**src/rtl/uniboard_pkg.sv**
```systemverilog
// Shared types and constants for the Uniboard command link: UART receiver
// states and the protocol framing bytes seen by the protocol interface.
package uniboard_pkg;

    typedef enum logic [2:0] {
        IDLE  = 3'd0,
        START = 3'd1,
        DATA  = 3'd2,
        STOP  = 3'd3,
        BREAK = 3'd4
    } uart_rx_state_t;

    localparam logic [7:0] START_BYTE = 8'h01;
    localparam logic [7:0] END_BYTE   = 8'h17;
    localparam logic [7:0] ESC_BYTE   = 8'h1B;

endpackage

```
**src/rtl/sync_2ff.sv**
```systemverilog
// Two-flop synchronizer for a single asynchronous input; the reset value is
// chosen so an idle line (or an inactive limit/encoder input) reads correctly.
module sync_2ff #(
    parameter logic RESET_VAL = 1'b1
) (
    input  logic clk_i,
    input  logic rst_ni,
    input  logic d_i,
    output logic q_o
);

    logic [1:0] sync_q;

    always_ff @(posedge clk_i or negedge rst_ni) begin
        if (!rst_ni) begin
            sync_q <= {2{RESET_VAL}};
        end else begin
            sync_q <= {sync_q[0], d_i};
        end
    end

    assign q_o = sync_q[1];

endmodule

```
**src/rtl/uart_byte_receiver.sv**
```systemverilog
// 8N1 UART receiver: mid-bit sampling, start-glitch rejection, framing-error
// pulse with break handling, and a fixed-length drdy level per good byte.
module uart_byte_receiver
    import uniboard_pkg::*;
#(
    parameter int BAUD_DIV    = 2083,
    parameter int DRDY_CYCLES = 4
) (
    input  logic       clk_12MHz,
    input  logic       reset_n,
    input  logic       rx,
    output logic [7:0] data,
    output logic       drdy,
    output logic       frame_err,
    output logic       busy
);

    localparam int CNT_W  = $clog2(BAUD_DIV);
    localparam int DRDY_W = (DRDY_CYCLES > 1) ? $clog2(DRDY_CYCLES) : 1;

    localparam logic [CNT_W-1:0]  CNT_ZERO  = '0;
    localparam logic [CNT_W-1:0]  CNT_ONE   = CNT_W'(1);
    localparam logic [CNT_W-1:0]  CNT_MID   = CNT_W'(BAUD_DIV / 2 - 1);
    localparam logic [CNT_W-1:0]  CNT_LAST  = CNT_W'(BAUD_DIV - 1);
    localparam logic [DRDY_W-1:0] DRDY_ONE  = DRDY_W'(1);
    localparam logic [DRDY_W-1:0] DRDY_LAST = DRDY_W'(DRDY_CYCLES - 1);

    logic rx_s;

    sync_2ff #(
        .RESET_VAL(1'b1)
    ) u_rx_sync (
        .clk_i (clk_12MHz),
        .rst_ni(reset_n),
        .d_i   (rx),
        .q_o   (rx_s)
    );

    uart_rx_state_t   state_q;
    logic [CNT_W-1:0] baud_cnt_q;
    logic [2:0]       bit_idx_q;
    logic [7:0]       shift_q;
    logic [7:0]       data_q;
    logic             frame_err_q;
    logic             busy_q;
    logic             good_stop;

    assign good_stop = (state_q == STOP) && (baud_cnt_q == CNT_LAST) && rx_s;

    always_ff @(posedge clk_12MHz or negedge reset_n) begin
        if (!reset_n) begin
            state_q     <= IDLE;
            baud_cnt_q  <= CNT_ZERO;
            bit_idx_q   <= 3'd0;
            shift_q     <= 8'h00;
            data_q      <= 8'h00;
            frame_err_q <= 1'b0;
            busy_q      <= 1'b0;
        end else begin
            frame_err_q <= 1'b0;
            case (state_q)
                IDLE: begin
                    if (!rx_s) begin
                        state_q    <= START;
                        baud_cnt_q <= CNT_ZERO;
                        busy_q     <= 1'b1;
                    end
                end
                START: begin
                    if (baud_cnt_q == CNT_MID) begin
                        if (rx_s) begin
                            state_q <= IDLE;
                            busy_q  <= 1'b0;
                        end else begin
                            state_q    <= DATA;
                            baud_cnt_q <= CNT_ZERO;
                            bit_idx_q  <= 3'd0;
                        end
                    end else begin
                        baud_cnt_q <= baud_cnt_q + CNT_ONE;
                    end
                end
                DATA: begin
                    // Counter was re-zeroed at the start-bit midpoint, so every
                    // wrap lands in the middle of a data bit.
                    if (baud_cnt_q == CNT_LAST) begin
                        shift_q    <= {rx_s, shift_q[7:1]};
                        baud_cnt_q <= CNT_ZERO;
                        if (bit_idx_q == 3'd7) begin
                            state_q <= STOP;
                        end else begin
                            bit_idx_q <= bit_idx_q + 3'd1;
                        end
                    end else begin
                        baud_cnt_q <= baud_cnt_q + CNT_ONE;
                    end
                end
                STOP: begin
                    if (baud_cnt_q == CNT_LAST) begin
                        baud_cnt_q <= CNT_ZERO;
                        if (rx_s) begin
                            data_q  <= shift_q;
                            state_q <= IDLE;
                            busy_q  <= 1'b0;
                        end else begin
                            frame_err_q <= 1'b1;
                            state_q     <= BREAK;
                        end
                    end else begin
                        baud_cnt_q <= baud_cnt_q + CNT_ONE;
                    end
                end
                BREAK: begin
                    if (rx_s) begin
                        state_q <= IDLE;
                        busy_q  <= 1'b0;
                    end
                end
                default: begin
                    state_q <= IDLE;
                    busy_q  <= 1'b0;
                end
            endcase
        end
    end

    // drdy hold timer is decoupled from the FSM so a new frame can start
    // while drdy is still high.
    logic              drdy_q, drdy_d;
    logic [DRDY_W-1:0] drdy_cnt_q, drdy_cnt_d;

    always_comb begin
        drdy_d     = drdy_q;
        drdy_cnt_d = drdy_cnt_q;
        if (good_stop) begin
            drdy_d     = 1'b1;
            drdy_cnt_d = DRDY_LAST;
        end else if (drdy_q) begin
            if (drdy_cnt_q == '0) begin
                drdy_d = 1'b0;
            end else begin
                drdy_cnt_d = drdy_cnt_q - DRDY_ONE;
            end
        end
    end

    always_ff @(posedge clk_12MHz or negedge reset_n) begin
        if (!reset_n) begin
            drdy_q     <= 1'b0;
            drdy_cnt_q <= '0;
        end else begin
            drdy_q     <= drdy_d;
            drdy_cnt_q <= drdy_cnt_d;
        end
    end

    assign data      = data_q;
    assign drdy      = drdy_q;
    assign frame_err = frame_err_q;
    assign busy      = busy_q;

endmodule
```
**config.mk**
```make
export PLATFORM = sky130hd
export DESIGN_NAME = uart_byte_receiver
export DESIGN_NICKNAME = d
export VERILOG_FILES = /design/src/rtl/uniboard_pkg.sv /design/src/rtl/sync_2ff.sv /design/src/rtl/uart_byte_receiver.sv
export SDC_FILE = /design/constraint.sdc
export NUM_CORES = 1
export LEC_CHECK = 0
export ABC_AREA = 0
export CAP_MARGIN = 20
export CORE_MARGIN = 10
export CORE_UTILIZATION = 62
export DETAILED_ROUTE_END_ITERATION = 8
export GPL_TIMING_DRIVEN = 0
export PLACE_DENSITY = 0.92
export SETUP_SLACK_MARGIN = 0.02
export SYNTH_ARGS = -nofsm -noshare
export SYNTH_HDL_FRONTEND = slang
export SYNTH_SLANG_ARGS = --single-unit
```
**constraint.sdc**
```tcl
create_clock -name clk_12MHz -period 5.65 [get_ports clk_12MHz]
set_clock_uncertainty 0.15 [all_clocks]
set_input_delay 1.4125 -clock clk_12MHz [delete_from_list [all_inputs] [get_ports clk_12MHz]]
set_output_delay 1.4125 -clock clk_12MHz [all_outputs]
set_load 0.01 [all_outputs]
```
==> impl_metrics.yaml <==
critical_path:
  crit_type: "reg2out"
  crit_path_start_kind: "flop"
  cpPeakStageDelay_ns: 0.56
  endpoint_kind: "output pin"
  cp_num_buf_inv: 1
  path_max_fanout: 4
  crit_required_ns: 4.09
  cp_slowest_cell: "clkdlybuf4s50_1"
  crit_family: "buffers and inverters"
  crit_path_cell_trace: "clkdlybuf4s50_1"
  worstPathArrival_ns: 1.32
global_routing:
  first_global_vias: 1591
  grt_start_max_net_pins: 42
  track_usage: 0.131
  grt_pass1_wl_mm: 6.70
  overflow: 0
  antenna_found_initial: 0
clocking:
  h-tree-depth: 2
  clock_latency_ns: 0.35
  cts.path.max_buffers: 2
  cts_resized: 0
  root_buffer: "clkbuf_4"
  postCtsSetupBuffers: 0
  numCtsBuffers: 5
  cts_tree: "yes"
  path_clk_slew_ns: 0.12
  cts_sinks: 41
  cts_hold_buf: 0
synth:
  syn_inst: 194
  yosysTopAreaCell: "dfrtp_1"
  netlist_area_mm2: 0.00207
  synthDistinctLibCells: 42
  synth_seq_area_share: 0.496
  avgSynthCellArea_um2: 10.7
  synth_edf_count: 0
  async_flop_share: 1.00
  yosys_warnings: 0
  synth-seq-cells: 41
  synthFlopType: "dfrtp_1"
  synth_fp_nets: 203
  post-synth-top-area-fraction: 0.471
  yosys-top-cells-area: "dfrtp_1 47%, mux2_2 5.4%, mux2_4 5.1%"
power_and_ir_drop:
  powerDensity_mw_per_mm2: 209
  max-vdd-ir-drop_uv: 195
  p_leak_nw: 1.11
sta:
  timing.final.crit_share: 0.511
  slew_violations: 0
  fin_crit_ns: 2.89
  hold_slack_ns: 0.214
  setup_viol: 0
  rsz0062_at_grt: "false"
  setup_tns_ns: 0
  tightest_slew_ns: 0.875
  finalHoldViolations: 0
  fmax_ghz: 0.347
  slew_headroom: 0.417
status:
  run_status: "complete, no violations"
placed_design:
  hpwlAfterDp_mm: 2.89
  gp_congestion: 0.857
  port_buffers: 13
final_layout:
  fillerInstances: 211
  final_nets: 223
  drive_gt1_frac: 0.191
  area_growth_pct: 12.4
  num_antenna_cells: 0
route:
  finalWirelength_mm: 3.94
  first_pass_iters: 4
  route.detailed.wl_per_inst_um: 15.2
  ant_nets: 0
  first_iter_violations: 95
  vias_per_cell: 5.96
  drc: 0
  vias: 1543
flow_run:
  drv_cap: 0
min_path:
  hold_path.class: "reg2reg"
floorplan:
  io_pins: 14
  die_x_um: 77.8
  rows: 20
  die-area_mm2: 0.00606
  start_util: 0.663
  core_mm2: 0.00313
  die_h_um: 77.8
-- Yosys cell counts (2+ instances only) --
cell       n
a21oi_1   10
a21o_1     2
and4b_1    2
o21ai_0   10
mux2_2    10
a22o_1     3
a211o_1    2
mux2_4     7
and3_1     2
a21boi_0   3
a41oi_1    2
and2_1     2
nand3_1    4
dfstp_2    2
ha_1       6
nor4_1     2
dfrtp_1   39
nor2_1    13
buf_2      5
o22ai_1    2
nor3_1     3
inv_1     10
clkbuf_1   2
nand2b_1   4
nand2_1   23
a31oi_1    8
-- cells in the final DEF (no fill, tap or decap), types with 4 or more instances in the layout --
cell and instances:
clkdlybuf4s50_1 12, inv_1 10, ha_1 6, a21oi_1 10, a31oi_1 8, dfrtp_1 39, nand2_1 23, mux2_2 10
nor2_1 13, nand3_1 4, o21ai_0 10, clkbuf_4 5, mux2_4 7, buf_2 6, nand2b_1 4
-- logic make-up (layout without fill, tap and decap cells) --
kind of cell,count (synthesis),in the layout,synth area share
AO/OA/AOI/OAI,45,45,0.141
AND/OR/NAND/NOR,64,64,0.170
multiplexers,18,18,0.110
buffers and inverters,19,40,0.0429
flip-flops,41,41,0.496
adder cells (fa/ha/maj),6,6,0.0362
XOR/XNOR,1,1,0.00423
-- per-stage QoR --
| stage | instances | setup WS (ns) | utilization | total power [mW] | area, um2 |
|---|---|---|---|---|---|
| floorplan | 194 | 3.65 | - | 0.303 | 2070 |
| detailed placement | 251 | 3.16 | 0.720 | 0.310 | 2250 |
| finish | 259 | 2.76 | 0.745 | 0.488 | 2330 |
| global placement | 251 | 2.11 | 0.722 | 0.310 | 2260 |
| global route | 259 | 2.71 | 0.745 | 0.506 | 2330 |
| CTS | 259 | 2.76 | 0.745 | 0.491 | 2330 |
-- sequential cells by signal (all words and copies together) (netlist names) --
signal / cells
bit_idx_q: 3
data: 8
frame_err: 1
u_rx_sync.sync_q: 2
baud_cnt_q: 12
drdy_cnt_q: 2
busy: 1
shift_q: 8
drdy: 1
state_q: 3
-- metal layers --
layer / GRT usage / routed length, um / up-vias
met5: 0 / 0 / -
met4: 0.0511 / 61 / 0
met3: 0.0357 / 223 / 10
met2: 0.234 / 1990 / 47
met1: 0.143 / 1670 / 754
li1: - / - / 732
-- layout make-up --
class,count,area [um2],area share
inverters,10,37.5,0.0161
clock buffers,6,41.3,0.0177
well taps,44,55.1,0.0236
repair buffers,13,125,0.0537
multi-input cells,134,956,0.410
plain buffers,9,51.3,0.0220
flip-flops and latches,41,1030,0.441
clock inverters,2,35.0,0.0150
-- final timing paths --
check                                               from                       endpoint  slack [ns]  cells past startpoint
hold reg to reg            u_rx_sync.sync_q[0]$_DFF_PN1_  u_rx_sync.sync_q[1]$_DFF_PN1_        0.21                      0
hold / removal             u_rx_sync.sync_q[0]$_DFF_PN1_  u_rx_sync.sync_q[1]$_DFF_PN1_        0.21                      0
setup / recovery                        busy$_DFFE_PN0P_                           busy        2.76                      1
setup reg to reg               baud_cnt_q[0]$_DFFE_PN0P_      baud_cnt_q[6]$_DFFE_PN0P_        3.38                      8
min in group asynchronous                        reset_n      drdy_cnt_q[0]$_DFFE_PN0P_        1.02                      1
max in group asynchronous                        reset_n       bit_idx_q[2]$_DFFE_PN0P_        3.78                      1
-- report_power, final --
part / internal, mW / total, mW / switching, mW / leakage (nW)
combinational: 0.00215 / 0.00949 / 0.00735 / 0.521
sequential: 0.295 / 0.295 / 0.000215 / 0.546
clock: 0.0928 / 0.183 / 0.0906 / 0.0422
No activity file was read; power rests on OpenSTA's default activity.
